===== config.mk =====
export PLATFORM = sky130hd
export DESIGN_NAME = shift_arbiter_flat
export DESIGN_NICKNAME = d
export VERILOG_FILES = /design/src/rtl/shift_arbiter_if.sv /design/src/rtl/shift_arbiter.sv /design/src/flat_wrapper.sv
export SDC_FILE = /design/constraint.sdc
export NUM_CORES = 1
export LEC_CHECK = 0
export ABC_AREA = 1
export CORE_ASPECT_RATIO = 0.7
export CORE_UTILIZATION = 36
export DETAILED_ROUTE_END_ITERATION = 8
export PLACE_DENSITY = 0.86
export SETUP_SLACK_MARGIN = 0.2
export SYNTH_ARGS = -nofsm -noshare
export SYNTH_HDL_FRONTEND = slang
export SYNTH_SLANG_ARGS = --single-unit

===== constraint.sdc =====
create_clock -name clk -period 1.5 [get_ports clk]
set_input_delay 0.15 -clock clk [delete_from_list [all_inputs] [get_ports clk]]
set_output_delay 0.15 -clock clk [all_outputs]
set_load 0.005 [all_outputs]

===== src/rtl/shift_arbiter_if.sv =====
// Bundle of requester, shifter and response signals around the shared barrel shifter.
// The arbiter uses the slave modport; the surrounding system uses master.
interface shift_arbiter_if;
  logic        req0_valid;
  logic        req0_ready;
  logic [1:0]  req0_op;
  logic [31:0] req0_data;
  logic [4:0]  req0_amt;

  logic        req1_valid;
  logic        req1_ready;
  logic [1:0]  req1_op;
  logic [31:0] req1_data;
  logic [4:0]  req1_amt;

  logic [31:0] sh_din;
  logic [4:0]  sh_func;
  logic [4:0]  sh_shft_amnt;
  logic [31:0] sh_dout;
  logic        sh_c;

  logic        rsp_valid;
  logic        rsp_ready;
  logic        rsp_id;
  logic [31:0] rsp_data;
  logic        rsp_n;
  logic        rsp_z;
  logic        rsp_c;

  modport slave (
    input  req0_valid, req0_op, req0_data, req0_amt,
    input  req1_valid, req1_op, req1_data, req1_amt,
    input  sh_dout, sh_c, rsp_ready,
    output req0_ready, req1_ready,
    output sh_din, sh_func, sh_shft_amnt,
    output rsp_valid, rsp_id, rsp_data, rsp_n, rsp_z, rsp_c
  );

  modport master (
    output req0_valid, req0_op, req0_data, req0_amt,
    output req1_valid, req1_op, req1_data, req1_amt,
    output sh_dout, sh_c, rsp_ready,
    input  req0_ready, req1_ready,
    input  sh_din, sh_func, sh_shft_amnt,
    input  rsp_valid, rsp_id, rsp_data, rsp_n, rsp_z, rsp_c
  );
endinterface


===== src/rtl/shift_arbiter.sv =====
// Round-robin front end for the shared 32-bit barrel shifter; builds rotate-right
// from an SRL pass followed by an SLL pass OR-ed into the accumulator.
module shift_arbiter (
  input  logic            clk,
  input  logic            reset_n,
  shift_arbiter_if.slave  bus
);

  typedef enum logic [1:0] {IDLE, PASS1, PASS2, DONE} state_e;
  typedef enum logic [1:0] {OP_SLL, OP_SRL, OP_SRA, OP_ROR} op_e;

  localparam logic [4:0] FUNC_NONE = 5'h00;
  localparam logic [4:0] FUNC_SLL  = 5'h0C;
  localparam logic [4:0] FUNC_SRL  = 5'h0D;
  localparam logic [4:0] FUNC_SRA  = 5'h0E;

  state_e      state_q, state_d;
  op_e         op_q, op_d;
  logic [31:0] data_q, data_d;
  logic [4:0]  amt_q, amt_d;
  logic        id_q, id_d;
  logic        last_grant_q, last_grant_d;
  logic [31:0] acc_q, acc_d;
  logic        c_q, c_d;
  logic        rsp_valid_q, rsp_valid_d;

  logic        grant0;
  logic        grant1;

  always_comb begin
    grant0 = bus.req0_valid && (!bus.req1_valid || last_grant_q);
    grant1 = bus.req1_valid && (!bus.req0_valid || !last_grant_q);

    bus.req0_ready = reset_n && (state_q == IDLE) && grant0;
    bus.req1_ready = reset_n && (state_q == IDLE) && grant1;

    state_d      = state_q;
    op_d         = op_q;
    data_d       = data_q;
    amt_d        = amt_q;
    id_d         = id_q;
    last_grant_d = last_grant_q;
    acc_d        = acc_q;
    c_d          = c_q;
    rsp_valid_d  = rsp_valid_q;

    bus.sh_din       = 32'h0;
    bus.sh_func      = FUNC_NONE;
    bus.sh_shft_amnt = 5'h0;

    case (state_q)
      IDLE: begin
        if (grant0 || grant1) begin
          op_d         = grant1 ? op_e'(bus.req1_op) : op_e'(bus.req0_op);
          data_d       = grant1 ? bus.req1_data : bus.req0_data;
          amt_d        = grant1 ? bus.req1_amt  : bus.req0_amt;
          id_d         = grant1;
          last_grant_d = grant1;
          state_d      = PASS1;
        end
      end
      PASS1: begin
        bus.sh_din       = data_q;
        bus.sh_shft_amnt = amt_q;
        case (op_q)
          OP_SLL:  bus.sh_func = FUNC_SLL;
          OP_SRA:  bus.sh_func = FUNC_SRA;
          default: bus.sh_func = FUNC_SRL;
        endcase
        acc_d = bus.sh_dout;
        c_d   = (op_q == OP_SRA) ? bus.sh_c : 1'b0;
        // A zero-amount rotate is already complete after the SRL-by-0 pass.
        if (op_q == OP_ROR && amt_q != 5'd0) begin
          state_d = PASS2;
        end else begin
          state_d     = DONE;
          rsp_valid_d = 1'b1;
        end
      end
      PASS2: begin
        bus.sh_din       = data_q;
        bus.sh_func      = FUNC_SLL;
        bus.sh_shft_amnt = (~amt_q) + 5'd1;
        acc_d            = acc_q | bus.sh_dout;
        state_d          = DONE;
        rsp_valid_d      = 1'b1;
      end
      DONE: begin
        if (bus.rsp_ready) begin
          state_d     = IDLE;
          rsp_valid_d = 1'b0;
        end
      end
      default: state_d = IDLE;
    endcase
  end

  always_ff @(posedge clk) begin
    if (!reset_n) begin
      state_q      <= IDLE;
      op_q         <= OP_SLL;
      data_q       <= 32'h0;
      amt_q        <= 5'h0;
      id_q         <= 1'b0;
      last_grant_q <= 1'b1;
      acc_q        <= 32'h0;
      c_q          <= 1'b0;
      rsp_valid_q  <= 1'b0;
    end else begin
      state_q      <= state_d;
      op_q         <= op_d;
      data_q       <= data_d;
      amt_q        <= amt_d;
      id_q         <= id_d;
      last_grant_q <= last_grant_d;
      acc_q        <= acc_d;
      c_q          <= c_d;
      rsp_valid_q  <= rsp_valid_d;
    end
  end

  assign bus.rsp_valid = rsp_valid_q;
  assign bus.rsp_id    = id_q;
  assign bus.rsp_data  = acc_q;
  assign bus.rsp_n     = acc_q[31];
  assign bus.rsp_z     = (acc_q == 32'h0);
  assign bus.rsp_c     = c_q;

endmodule

===== src/flat_wrapper.sv =====
// flat-port wrapper written by rule: the top's interface ports become plain ports
module shift_arbiter_flat 
  (clk, reset_n, bus_req0_valid, bus_req0_op, bus_req0_data, bus_req0_amt, bus_req1_valid, bus_req1_op, bus_req1_data, bus_req1_amt, bus_sh_dout, bus_sh_c, bus_rsp_ready, bus_req0_ready, bus_req1_ready, bus_sh_din, bus_sh_func, bus_sh_shft_amnt, bus_rsp_valid, bus_rsp_id, bus_rsp_data, bus_rsp_n, bus_rsp_z, bus_rsp_c);
  shift_arbiter_if bus_i ();
  input  logic clk;
  input  logic reset_n;
  input wire logic [$bits(bus_i.req0_valid)-1:0] bus_req0_valid;
  input wire logic [$bits(bus_i.req0_op)-1:0] bus_req0_op;
  input wire logic [$bits(bus_i.req0_data)-1:0] bus_req0_data;
  input wire logic [$bits(bus_i.req0_amt)-1:0] bus_req0_amt;
  input wire logic [$bits(bus_i.req1_valid)-1:0] bus_req1_valid;
  input wire logic [$bits(bus_i.req1_op)-1:0] bus_req1_op;
  input wire logic [$bits(bus_i.req1_data)-1:0] bus_req1_data;
  input wire logic [$bits(bus_i.req1_amt)-1:0] bus_req1_amt;
  input wire logic [$bits(bus_i.sh_dout)-1:0] bus_sh_dout;
  input wire logic [$bits(bus_i.sh_c)-1:0] bus_sh_c;
  input wire logic [$bits(bus_i.rsp_ready)-1:0] bus_rsp_ready;
  output wire logic [$bits(bus_i.req0_ready)-1:0] bus_req0_ready;
  output wire logic [$bits(bus_i.req1_ready)-1:0] bus_req1_ready;
  output wire logic [$bits(bus_i.sh_din)-1:0] bus_sh_din;
  output wire logic [$bits(bus_i.sh_func)-1:0] bus_sh_func;
  output wire logic [$bits(bus_i.sh_shft_amnt)-1:0] bus_sh_shft_amnt;
  output wire logic [$bits(bus_i.rsp_valid)-1:0] bus_rsp_valid;
  output wire logic [$bits(bus_i.rsp_id)-1:0] bus_rsp_id;
  output wire logic [$bits(bus_i.rsp_data)-1:0] bus_rsp_data;
  output wire logic [$bits(bus_i.rsp_n)-1:0] bus_rsp_n;
  output wire logic [$bits(bus_i.rsp_z)-1:0] bus_rsp_z;
  output wire logic [$bits(bus_i.rsp_c)-1:0] bus_rsp_c;
  assign bus_i.req0_valid = bus_req0_valid;
  assign bus_i.req0_op = bus_req0_op;
  assign bus_i.req0_data = bus_req0_data;
  assign bus_i.req0_amt = bus_req0_amt;
  assign bus_i.req1_valid = bus_req1_valid;
  assign bus_i.req1_op = bus_req1_op;
  assign bus_i.req1_data = bus_req1_data;
  assign bus_i.req1_amt = bus_req1_amt;
  assign bus_i.sh_dout = bus_sh_dout;
  assign bus_i.sh_c = bus_sh_c;
  assign bus_i.rsp_ready = bus_rsp_ready;
  assign bus_req0_ready = bus_i.req0_ready;
  assign bus_req1_ready = bus_i.req1_ready;
  assign bus_sh_din = bus_i.sh_din;
  assign bus_sh_func = bus_i.sh_func;
  assign bus_sh_shft_amnt = bus_i.sh_shft_amnt;
  assign bus_rsp_valid = bus_i.rsp_valid;
  assign bus_rsp_id = bus_i.rsp_id;
  assign bus_rsp_data = bus_i.rsp_data;
  assign bus_rsp_n = bus_i.rsp_n;
  assign bus_rsp_z = bus_i.rsp_z;
  assign bus_rsp_c = bus_i.rsp_c;
  shift_arbiter u_core (.clk(clk), .reset_n(reset_n), .bus(bus_i));
endmodule

==> summary.md, run 1 <==
| Metric | Value |
|---|---|
| Run status | finished, violations left |
| Violations in the final reports | negative setup slack |
| Tcrit/Tclk final | 120.7% |
| P per Cell Area | 2497 nW/um^2 |
| Max Cap Viol | 0 |
| FMAX | 552.5 MHz |
| Clock Sink Count | between 70 and 80 |
| Via-to-Cell Ratio | just under 5 |
| Io pins | 197 |
| Required @ worst endpoint | 1350 ps |
| Pin count of the biggest net entering global routing | 42 |
| Relative slew slack | around three fifths |
| Worst setup margin | -309.8 ps |
| Final setup vio count | 74 |
| Setup TNS | -15570 ps |
| Flip-flop and latch count after synthesis | 77 |
| Final slew viol count | 0 |
| Tot GR Track Use | about 25% |
| Commonest cells post-synth | 232 x nand2_1, 96 x nor2_1, 77 x dfxtp_1 |
| Yosys synthesis warning count | 0 |
| Worst slew pin tran | about 620 ps |
| Ys async rst share | 0% |
| CTS tree | yes |
| Synthesis-to-layout area growth | 109.8% |
| Reg2reg start | u_core.state_q[0] |
| Post-synthesis sequential area ratio | between 30% and 40% |
| Startpoint types | register |
| Max IR drop VDD | between 1 and 1.5 mV |
| R2R Path End | u_core.bus.rsp_data[12] |
| Layout Nets | about 990 |
| Most common cell in the synthesized netlist | nand2_1 |
| Reg2reg path depth | 10 |
| Number of H-tree levels | 3 |
| Grt ovf | 0 |
| Layout Cells excl Fill | around 1000 |
| CP Max Fanout | 5 |
| Initial antenna violation count | 0 |
| Routed WL | 15.66 mm |
| Clock latency on the worst-skew pair | roughly 340 ps |
| Share of the synthesized area in the top cell type | 39.77% |
| Core area | 10400 sq um |
| Slowest stage cell, crit path | dfxtp_2 |
| Worst hold start | bus_sh_dout[0] |
| GPL Wtd Cong | just over 0.8 |
| Crit path buf inv count | 5 |
| DRC viols | 0 |
| DRT Pass-1 Iters | 5 |
| Flop2flop setup slack | -290 ps |
| # port buffers | between 150 and 200 |
| Crit Path Class | register to output port |
| Syn Nets | 739 |
| Dpl cells | about 950 |
| Final HPWL DP | slightly below 9 mm |
| Hold Path Depth | 3 |
| Post-synth top area cell | dfxtp_1 |
| Syn_area_per_cell | approximately 6.3 sq um |
| Post-synth cell types | 27 |
| Layout cells sized above 1 | 43.31% |
| Row count | 31 |
| First-pass GRT wire length | about 22 mm |
| Crit path capture type | output port |
| Hold Vio Cnt, Final | 0 |
| Vias | about 4900 |
| Die height | between 80 and 90 um |
| CTS root buf | clkbuf_16 |
| Ys flop type | dfxtp_1 |
| Reg clk slew, reported paths | roughly 60 ps |
| Wire length per cell | between 15 and 20 um |
| TritonCTS Buffers | 9 |
| Crit path cell chain | inv_4, ha_4, buf_12, buf_8, buf_6, nand3_2, o21ai_2, buf_2 |
| Post-Synthesis Cells | 616 |
| Clock Path Buffers | 2 |
| Vias in the first global route | 4535 |
| Setup Skew | 4.803 ps |
| Die width | 126.0 um |
| RSZ-0062 raised after global routing | yes |
| CP max stage delay | 350 ps |
| Hold path endpoint | u_core.bus.rsp_data[0] |
| Worst min-delay path class | input pin to register |
| Cts-stage hold buffer count | 0 |
| Ant. Diodes | 0 |
| CP top delay family | buffers and inverters |
| Initial Util | between 30% and 40% |
| Synthesized area | slightly below 4000 sq um |
| Antenna Nets Post-Route | 0 |
| Worst EP arrival | between 1500 and 2000 ps |
| Die area | about 11000 sq um |
| Leakage | 3.928 nW |
| Minimum clock period after layout | roughly 1800 ps |
| Total power | roughly 0.020 W |
| Iter 0 DRT Violations | between 200 and 300 |
| Post-synth EDFFs | 0 |
| Synth area leaders | dfxtp_1 40%, nand2_1 22%, nor2_1 9.3% |
## cell usage in the layout, fill, tap and decap left out, types with 21 or more instances in the layout
cell / n
inv_1: 28
buf_6: 23
clkdlybuf4s50_1: 115
buf_2: 26
dfxtp_1: 47
dfxtp_2: 29
a21oi_1: 21
dlygate4sd2_1: 36
nor2_1: 48
nand2_2: 31
nand2_4: 32
nor2_4: 40
buf_4: 49
o21ai_2: 22
nand2_1: 168
## how the worst max path moves through the flow
stage	startpoint	endpoint	slack [ps]	cells past startpoint
after detailed placement	u_core.amt_q[1]	bus_sh_shft_amnt[4]	-290	8
after global placement	u_core.amt_q[1]	bus_sh_shft_amnt[4]	-230	8
after floorplan	u_core.state_q[0]	u_core.bus.rsp_data[31]	10	9
after CTS	u_core.state_q[1]	bus_sh_func[2]	-250	7
after global routing	u_core.state_q[0]	bus_sh_shft_amnt[4]	-370	8
final	u_core.state_q[0]	bus_sh_shft_amnt[4]	-310	8
## timing repair
item	in CTS	in global routing
pin swaps	27	93
hold endpoints to repair	0	0
gates resized for setup	393	195
buffers inserted	20	5
endpoints found under the setup margin	145	121
cloned	7	8
## per-stage QoR
step	worst slack [ps]	util [%]	cell area, sq um	hold WS (ps)
after floorplan	10.15	-	3904	288.7
final	-309.8	78.24	8133	362.4
after global placement	-233.2	59.76	6212	449.7
after detailed placement	-287.7	59.76	6212	459.0
after CTS	-250.4	69.73	7248	352.7
after global routing	-372.7	78.24	8133	368.2
## sequential cells by signal (all words and copies together) (netlist names)
name,flops
u_core.bus.rsp_data,32
u_core.bus.rsp_id,1
u_core.bus.rsp_valid,1
u_core.state_q,2
u_core.data_q,32
u_core.op_q,2
u_core.bus.rsp_c,1
u_core.last_grant_q,1
u_core.amt_q,5
## power breakdown
group / switching (W) / internal (W) / total (W)
Combinational: 0.00684 / 0.00732 / 0.0142
Clock: 0.000905 / 0.00146 / 0.00237
Sequential: 0.000778 / 0.00301 / 0.00379
## layer usage
layer | vias up | wire length [um] | track usage [%]
met2 | 187 | 7546 | 42.54
met5 | - | 0 | 0
li1 | 2405 | - | -
met3 | 25 | 1179 | 6.953
met4 | 0 | 215 | 5.805
met1 | 2243 | 6723 | 31.78
## logic make-up (layout without fill, tap and decap cells)
kind of cell	after synthesis	after routing	synth area share [%]
and+or+nand+nor	355	355	35.70
buffers and inverters	92	351	11.17
AOI/OAI and AO/OA	84	84	11.01
DFF	77	77	39.77
adders and majority gates	7	7	2.259
other	1	1	0.09674
## worst min-delay path: cells and delay by family
kind / cells / cell delay [ps]
buf+inv: 1 / 390
compound gates: 1 / 50
simple gates: 1 / 60
## final cells by class
class	count	area, sq um
clock buffer	9	225.2
clock inverter	7	98.84
fill	717	2262
inverter	51	211.5
multi-input combinational	447	2909
sequential	77	1582
tap	132	165.2
timing repair buffer	284	2942
Note: power is estimated with default switching activity, not from simulation.
==> run 2: changes to the inputs <==
- CORE_MARGIN: unset -> 4
==> run 2 against run 1 <==
The flow still finishes with violations (negative setup slack). Worst hold slack gained 4.3 ps. Clock-buffer cell count grew 1. Sequential share of layout area shrank 0.38 points. Combinational power fell by 8%. Sequential power shrank 2%. Largest cell class unchanged.
==> summary.md, run 2 (same netlist as run 1, synthesis figures left out) <==
| Metric | Value |
|---|---|
| Run status | finished, violations left (unchanged) |
| Violations in the final reports | negative setup slack (unchanged) |
| Wire length per cell | 17.56 um (was 15.56 um) |
| P per Cell Area | 2312 nW/um^2 (was 2497 nW/um^2) |
| Initial antenna violation count | 0 (unchanged) |
| CTS root buf | clkbuf_16 (unchanged) |
| Worst EP arrival | 1660 ps (about the same) |
| Total power | 0.01903 W (was 0.02031 W) |
| Minimum clock period after layout | 1814 ps (was 1810 ps) |
| Vias in the first global route | 4403 (was 4535) |
| Grt ovf | 0 (unchanged) |
| First-pass GRT wire length | 21.69 mm (was 21.89 mm) |
| Die height | 94.82 um (was 88.82 um) |
| Met1 Wirelength | 7.467 mm (was 6.723 mm) |
| # port buffers | 195 (unchanged) |
| Crit path capture type | output port (unchanged) |
| Commonest cells after routing, fill and taps aside | 129 x nand2_1, 114 x clkdlybuf4s50_1, 57 x nand2_4, 57 x dfxtp_1, 48 x nor2_1 (was 168 x nand2_1, 115 x clkdlybuf4s50_1, 49 x buf_4, 48 x nor2_1, 47 x dfxtp_1) |
| Tot GR Track Use | 21.36% (was 25.00%) |
| Synthesis-to-layout area growth | 112.3% (was 109.8%) |
| Relative slew slack | 66.39% (was 58.85%) |
| Hold path endpoint | u_core.bus.rsp_data[1] (was u_core.bus.rsp_data[0]) |
| CTS tree | yes (unchanged) |
| Setup TNS | -16100 ps (was -15570 ps) |
| Hold Vio Cnt, Final | 0 (unchanged) |
| Number of H-tree levels | 3 (unchanged) |
| Max Cap Viol | 0 (unchanged) |
| Routed WL | 17.70 mm (was 15.66 mm) |
| Final setup vio count | 73 (was 74) |
| Reg2reg path depth | 9 (was 10) |
| Pre-CTS setup slack | -261.0 ps (was -287.7 ps) |
| Flop2flop setup slack | -290 ps (about the same) |
| TritonCTS Buffers | 9 (unchanged) |
| Worst hold start | bus_sh_dout[1] (was bus_sh_dout[0]) |
| R2R Path End | u_core.bus.rsp_data[15] (was u_core.bus.rsp_data[12]) |
| Crit Path Class | register to output port (unchanged) |
| Cts-stage hold buffer count | 0 (unchanged) |
| Most common cell after layout, fill and taps aside | nand2_1 (unchanged) |
| Metal2 WL | 8.524 mm (was 7.546 mm) |
| Vias | 4994 (was 4860) |
| Hold Path Depth | 3 (unchanged) |
| Hold slack | 366.7 ps (was 362.4 ps) |
| Final HPWL DP | 9.254 mm (was 8.687 mm) |
| Required @ worst endpoint | 1350 ps (about the same) |
| Clock Sink Count | 77 (unchanged) |
| Setup Skew | 5.833 ps (was 4.803 ps) |
| DRT Pass-1 Iters | 4 (was 5) |
| Tcrit/Tclk final | 120.9% (was 120.7%) |
| CP Max Fanout | 6 (was 5) |
| Layout Cells excl Fill | 1008 (was 1007) |
| Iter 0 DRT Violations | 286 (was 267) |
| Startpoint types | register (unchanged) |
| Worst slew pin tran | 504.2 ps (was 617.2 ps) |
| Via-to-Cell Ratio | 4.954 (was 4.826) |
| Antenna Nets Post-Route | 0 (unchanged) |
| Row count | 31 (unchanged) |
| Initial Util | 37.15% (was 37.29%) |
| Clock Path Buffers | 2 (unchanged) |
| Io pins | 197 (unchanged) |
| Die width | 132.0 um (was 126.0 um) |
| Layout Nets | 994 (was 993) |
| Reg clk slew, reported paths | 60 ps (about the same) |
| Met3 wire len | 1.392 mm (was 1.179 mm) |
| RSZ-0062 raised after global routing | yes (unchanged) |
| Max IR drop VDD | 1.062 mV (was 1.131 mV) |
| GPL Wtd Cong | 0.8856 (was 0.8288) |
| FMAX | 551.3 MHz (was 552.5 MHz) |
| Die area | 12520 sq um (was 11190 sq um) |
| Layout cells sized above 1 | 42.58% (was 43.31%) |
| Pin count of the biggest net entering global routing | 42 (unchanged) |
| Dpl cells | 948 (was 951) |
| Ant. Diodes | 0 (unchanged) |
| Reg2reg start | u_core.state_q[0] (unchanged) |
| Leakage | 4.011 nW (was 3.928 nW) |
| Clock latency on the worst-skew pair | 340 ps (about the same) |
| Final slew viol count | 0 (unchanged) |
| Top routing layer used | met4 (unchanged) |
| Worst min-delay path class | input pin to register (unchanged) |
| Fill count | 690 (was 717) |
| Worst setup margin | -313.8 ps (was -309.8 ps) |
| DRC viols | 0 (unchanged) |
| Core area | 10430 sq um (was 10400 sq um) |
## run 2: power breakdown
group	total (W)	leakage [nW]	switching (W)	internal, W
Sequential	0.00370	0.644	0.000714	0.00299
Clock	0.00222	0.149	0.000873	0.00134
Combinational	0.0131	3.22	0.00626	0.00685
Total	0.0190	4.01	0.00785	0.0112
## run 2: how the worst max path moves through the flow
stage                      start                      end  slack, ps  cells after the start
6_report       u_core.state_q[0]           bus_sh_din[12]       -310                      9
5_1_grt        u_core.state_q[1]      bus_sh_shft_amnt[4]       -380                      8
4_1_cts        u_core.state_q[1]           bus_sh_din[14]       -320                      9
3_5_place_dp     u_core.amt_q[0]      bus_sh_shft_amnt[4]       -260                      8
3_3_place_gp     u_core.amt_q[0]      bus_sh_shft_amnt[4]       -220                      8
2_1_floorplan  u_core.state_q[0]  u_core.bus.rsp_data[31]         10                      9
## run 2: critical path: stages (launching register included)
cell and delay [ps]:
dfxtp_2 350, inv_4 50, ha_4 250, buf_12 130
buf_12 120, buf_16 130, buf_8 120, nand2_4 50
inv_2 30, buf_6 100
## run 2: routing by layer
metal / vias to the layer above / track usage [%]
li1: 2417 / -
met3: 31 / 6.496
met1: 2357 / 27.44
met2: 189 / 35.41
met4: 0 / 5.332
met5: - / 0
## run 2: layout make-up
class	count	area [sq um]	area share [%]
inverter	51	211.5	2.569
tap	132	165.2	2.007
multi-input combinational	447	2940	35.73
clock inverter	6	68.82	0.8361
clock buffer	10	239.0	2.904
timing repair buffer	285	3037	36.90
sequential	77	1569	19.06
## run 2: per-stage QoR
stage | cell area [sq um] | util (%)
after floorplan | 3904 | -
after global placement | 6202 | 59.44
final | 8230 | 78.88
after global routing | 8230 | 78.88
after CTS | 6945 | 66.57
after detailed placement | 6202 | 59.44
## run 2: timing repair
| item | CTS | global route |
|---|---|---|
| setup endpoints to repair | 153 | 120 |
| pin swaps | 59 | 80 |
| buffers inserted | 13 | 8 |
| gates cloned | 6 | 17 |
| resized for setup | 356 | 250 |
==> run 3: changes to the inputs <==
- CORE_UTILIZATION: 36 -> 38
- PLACE_DENSITY: 0.86 -> 0.87
- clock period: 1.5 -> 2.3 ns (I/O delays scaled with it)
==> run 3 against run 2 <==
The flow now finishes without violations. Clock skew rose by 0.62 ps. Die area is 4.9% lower. Routed wire length down 28%. Worst hold slack gained 77 ps. Critical path type unchanged. Highest routed layer unchanged.
==> summary.md, run 3 (same netlist as run 1, synthesis figures left out) <==
| Metric | Value |
|---|---|
| Grt ovf | 0 (unchanged) |
| P per Cell Area | 1349 nW/um^2 (was 2312 nW/um^2) |
| Max IR drop VDD | 0.6415 mV (was 1.062 mV) |
| Layout Nets | 926 (was 994) |
| TritonCTS Buffers | 9 (unchanged) |
| Cts-stage hold buffer count | 0 (unchanged) |
| Crit Path Class | register to output port (unchanged) |
| Area after DPL | 5837 sq um (was 6202 sq um) |
| Worst EP arrival | 1910 ps (was 1660 ps) |
| CP max stage delay | 350 ps (about the same) |
| Flop2flop setup slack | 780 ps (was -290 ps) |
| Hold slack | 443.9 ps (was 366.7 ps) |
| Ant. Diodes | 0 (unchanged) |
| Initial Util | 39.41% (was 37.15%) |
| Startpoint types | register (unchanged) |
| Antenna Nets Post-Route | 0 (unchanged) |
| Number of H-tree levels | 3 (unchanged) |
| Io pins | 197 (unchanged) |
| Final core occ | 64.38% (was 78.88%) |
| GPL Wtd Cong | 0.8292 (was 0.8856) |
| Crit path capture type | output port (unchanged) |
| Die area | 11910 sq um (was 12520 sq um) |
| Minimum clock period after layout | roughly 2100 ps |
| Crit path buf inv count | 7 (unchanged) |
| CP most frequent cell | buf_4 (was buf_12) |
| Worst slew pin tran | 601.4 ps (was 504.2 ps) |
| Iter 0 DRT Violations | 209 (was 286) |
| Leakage | 3.238 nW (was 4.011 nW) |
| Via-to-Cell Ratio | 4.692 (was 4.954) |
| Max Cap Viol | 0 (unchanged) |
| RSZ-0062 raised after global routing | yes (unchanged) |
| CP Max Fanout | 7 (was 6) |
| Most common cell after layout, fill and taps aside | nand2_1 (unchanged) |
| Layout cells sized above 1 | 6.931% (was 42.58%) |
| Final slew viol count | 0 (unchanged) |
| DRC viols | 0 (unchanged) |
| Routed WL | 12.74 mm (was 17.70 mm) |
| Die height | 92.50 um (was 94.82 um) |
| Clock Sink Count | 77 (unchanged) |
| Synthesis-to-layout area growth | 63.33% (was 112.3%) |
| Fin area | 6331 sq um (was 8230 sq um) |
| Wire length per cell | 13.61 um (was 17.56 um) |
| Final HPWL DP | 9.033 mm (was 9.254 mm) |
| Setup Skew | 6.458 ps (was 5.833 ps) |
| Clock latency on the worst-skew pair | 340 ps (about the same) |
| Row count | 30 (was 31) |
| Reg clk slew, reported paths | 60 ps (about the same) |
| Required @ worst endpoint | 2070 ps (was 1350 ps) |
| Setup TNS | 0 ps (was -16100 ps) |
| CP top delay family | buffers and inverters (unchanged) |
| Core area | 9834 sq um (was 10430 sq um) |
| Worst min-delay path class | input pin to register (unchanged) |
| Initial antenna violation count | 0 (unchanged) |
| Fill count | 911 (was 690) |
| First-pass GRT wire length | 20.13 mm (was 21.69 mm) |
| Relative slew slack | 59.85% (was 66.39%) |
| Crit path cell chain | inv_2, ha_4, buf_4, buf_12, buf_4, buf_16, nand2_1, inv_1, dlygate4sd2_1 (was inv_4, ha_4, buf_12, buf_12, buf_16, buf_8, nand2_4, inv_2, buf_6) |
| # port buffers | 195 (unchanged) |
| Pin count of the biggest net entering global routing | 42 (unchanged) |
| Tot GR Track Use | 21.11% (was 21.36%) |
| CTS root buf | clkbuf_16 (unchanged) |
| Vias in the first global route | 4055 (was 4403) |
| Tcrit/Tclk final | a little over 90% |
| CTS tree | yes (unchanged) |
| FMAX | roughly 470 MHz |
| Hold Vio Cnt, Final | 0 (unchanged) |
| Vias | 4392 (was 4994) |
| Run status | complete, no violations (was finished, violations left) |
| Final setup vio count | 0 (was 73) |
| Die width | 128.7 um (was 132.0 um) |
| Slowest stage cell, crit path | dfxtp_4 (was dfxtp_2) |
| DRT Pass-1 Iters | 5 (was 4) |
| Clock Path Buffers | 2 (unchanged) |
| Commonest cells after routing, fill and taps aside | 231 x nand2_1, 165 x clkdlybuf4s50_1, 96 x nor2_1, 73 x dfxtp_1, 46 x inv_1 (was 129 x nand2_1, 114 x clkdlybuf4s50_1, 57 x nand2_4, 57 x dfxtp_1, 48 x nor2_1) |
-- run 3: changes by cell type in the layout (fill, tap and decap cells not counted), sizes merged --
| cell | change |
|---|---|
| dlygate4sd2 | -22 |
| clkdlybuf4s15 | -2 |
| clkdlybuf4s50 | +51 |
| bufbuf | -2 |
| clkinvlp | -1 |
| dlymetal6s2s | +14 |
| inv | -1 |
| clkinv | +3 |
| buf | -97 |
| clkbuf | -11 |
-- run 3: tightest hold or removal path, stage by stage --
cell,delay (ps)
clkdlybuf4s50_1,390
nand2_1,60
a21oi_1,50
-- run 3: metal layers --
layer	global-route usage, %	routed length [um]	part of all wire (%)
met5	0	0	0
met4	6.119	186	1.5
met2	33.45	5788	45
met3	6.974	1195	9.4
met1	27.33	5572	44
-- run 3: timing repair --
action,CTS,global route
cloned,2,0
hold endpoints to repair,0,0
setup endpoints to repair,43,31
resized for setup,26,23
buffers inserted,8,2
pin swaps,1,1
-- run 3: path summary, 6_finish.rpt --
path / to / depth (start not counted) / from
max: bus_sh_din[1] / 9 / u_core.state_q[0]
max reg2reg: u_core.state_q[1] / 7 / u_core.state_q[1]
min reg2reg: u_core.bus.rsp_c / 2 / u_core.bus.rsp_c
min: u_core.bus.rsp_data[0] / 3 / bus_sh_dout[0]
-- run 3: report_power, final --
group	switching [W]	internal [W]
clock network	0.000572	0.000845
registers	0.000397	0.00192
logic	0.00242	0.00239
total	0.00339	0.00515
-- run 3: through the flow --
step	power [W]	std cells	setup slack, ps
2_1_floorplan	0.004779	616	678.0
3_3_place_gp	0.006499	908	275.0
3_5_place_dp	0.006571	908	178.2
4_1_cts	0.008519	934	146.5
5_1_grt	0.009267	936	95.82
6_report	0.008540	936	161.5
-- run 3: final cells by class --
class / count / area (sq um) / share of cell area [%]
clock buffers: 9 / 225.2 / 3.557
clock inverters: 7 / 75.07 / 1.186
inverters: 51 / 191.4 / 3.024
multi-input cells: 447 / 1929 / 30.47
flip-flops and latches: 77 / 1549 / 24.47
well taps: 128 / 160.2 / 2.530
repair buffers: 217 / 2201 / 34.76
==> patch: new RTL, config.mk and constraints of run 1 <==
`data_q` no longer has a reset.
--- a/src/rtl/shift_arbiter.sv
+++ b/src/rtl/shift_arbiter.sv
@@ -100,5 +100,4 @@
       state_q      <= IDLE;
       op_q         <= OP_SLL;
-      data_q       <= 32'h0;
       amt_q        <= 5'h0;
       id_q         <= 1'b0;
@@ -110,5 +109,4 @@
       state_q      <= state_d;
       op_q         <= op_d;
-      data_q       <= data_d;
       amt_q        <= amt_d;
       id_q         <= id_d;
@@ -118,4 +116,8 @@
       rsp_valid_q  <= rsp_valid_d;
     end
+  end
+
+  always_ff @(posedge clk) begin
+    data_q <= data_d;
   end
 
Check against the original RTL: no difference found for any inputs over 10 cycles, from zero or initial values and one cycle with reset_n low; that may be too few to reach the edited logic, so the function may still have changed.
==> patch against run 1 <==
The flow still finishes with violations (negative setup slack). Setup slack worse by 93 ps. Hold slack better by 32 ps. Wire length grew 6.7%. Power fell by 5.0%. First-iteration DRC count is 36% higher. Cell area up 0.95%. Utilization rose by 4.3 points. Synthesized area down 2.7%. Clock skew up 1.2 ps. Non-clock buffer count up 11. Count of clock-buffer cells in the layout increased by 1. Via count decreased by 9.3%. Sequential cell count unchanged. Sequential share of layout area rose by 3.7 points. Critical endpoint is now bus_sh_din[18].
==> patch: results (changes against run 1) <==
leak pwr 3.91 nW (-0.42%); DRT iter0 DRCs 363 (+36%); NetSw 7.54 mW (-12%); number of flops mapped to enable cells by yosys 32 (+32); CP max stage delay 370 ps (+20 ps); CP top delay family buffers and inverters; Rel. slew slack 60.9% (+2.0 points); CP arrival 1750 ps (+90 ps); Final Wtd Congestion 0.812 (-2.1%); main area contributors after synthesis edfxtp_1, dfxtp_1, nand2_1; Syn Nets 564 (-24%); Max IR drop VDD 0.00124 V (+9.4%); R2R setup slack -370 ps (-80 ps); final std cells w/o fill 854 (-15%); root buffer cell clkbuf_16; GRT Total Usage 25.7% (+0.72 points); layout cells sized above 1 54.1% (+11 points); CTS buffer count 9 (unchanged); first-pass GRT wire length 21.8 mm (-0.32%); Setup Viol. Count Final 75 (+1.4%); worst skew pair latency 330 ps; clk_skew 6.05 ps (+1.25 ps); Net count, final 844 (-15%); final worst setup slack -403 ps (-93.3 ps); largest net degree at the start of global routing 36 (-14%); Avg Vias per Cell 5.16 (+6.9%); Netlist cell types 27 (unchanged); register area share after synthesis 49.4% (+9.6 points); crit path max fanout 6 (+1); synthesized instance count 441 (-28%); Synth top cells by count nand2_1, dfxtp_1, inv_1; Hold Crit Start bus_sh_dout[18]; number of global-route vias before repair 4245 (-6.4%); failing checks negative setup slack; DP Wirelength 8.29 mm (-4.6%); routed length per placed instance 19.6 µm (+26%); Post-Place Cells 783 (-18%); initial antenna violation count 0 (unchanged); status complete, but fails checks; Hold WS 394 ps (+31.9 ps)
-- patch: cell types whose count changed after synthesis, sizes merged, moves of 3 or more --
cell,change
buf,-11
nand3,+10
mux2,+32
inv,-3
nor2,-55
o21ai,-32
nor3,-5
dfxtp,-32
nand2,-105
edfxtp,+32
clkbuf,-4
-- patch: timing repair --
item	4_1_cts	5_1_grt
pin swaps	22	29
endpoints found under the hold margin	0	0
gates cloned	12	5
setup buffers	27	11
setup endpoints to repair	147	127
resized for setup	414	171
-- patch: worst register-to-register path: cells and delay by family (launching register included) --
kind / cells / cell delay, ps
buffers and inverters: 6 / 630
DFF: 1 / 370
and+or+nand+nor: 2 / 360
adders and majority gates: 1 / 320
AOI/OAI and AO/OA: 1 / 60
-- patch: cell type report --
type	count	area (µm²)
Timing Repair Buffer	295	3150
Inverter	48	205
Clock inverter	6	77.6
Fill cell	502	1740
Clock buffer	10	229
Sequential cell	77	1900
Multi-Input combinational cell	290	2480
Tap cell	128	160
-- patch: power by group through the flow --
stage | clock network (mW) | logic (mW) | registers (mW)
global placement | 0 | 6.16 | 3.44
floorplan | 0 | 3.00 | 3.49
CTS | 2.26 | 10.2 | 3.61
global route | 2.38 | 13.8 | 3.88
detailed placement | 0 | 6.40 | 3.47
finish | 2.27 | 13.2 | 3.83
-- patch: logic make-up after synthesis --
| kind of cell | count (synthesis) | synth area share [%] |
|---|---|---|
| compound gates | 52 | 7.13 |
| fa+ha+maj | 7 | 2.32 |
| buf+inv | 74 | 9.19 |
| flops | 77 | 49.4 |
| mux | 32 | 10.6 |
| other cells | 1 | 0.0994 |
| simple gates | 198 | 21.3 |
-- patch: worst paths after layout --
kind	end
worst max-delay path	bus_sh_din[18]
worst min-delay path	u_core.bus.rsp_data[18]
worst max register to register	u_core.bus.rsp_data[26]
worst min register to register	u_core.bus.rsp_data[10]
-- patch: metal layers --
metal	routed length, µm	vias to the layer above	track usage [%]
li1	-	1989	-
met1	6480	2123	30.2
met2	8590	237	46.3
met3	1060	58	5.56
met4	578	0	10.7
met5	0	-	0
-- patch: stage by stage --
step | TNS (ps) | total power [mW] | cell area (µm²) | setup slack (ps)
2_1_floorplan | 0 | 6.49 | 3810 | 5.01
3_3_place_gp | -13000 | 9.60 | 6130 | -260
3_5_place_dp | -18450 | 9.87 | 6130 | -330
4_1_cts | -16130 | 16.1 | 7370 | -342
5_1_grt | -25220 | 20.1 | 8210 | -426
6_report | -23600 | 19.3 | 8210 | -403
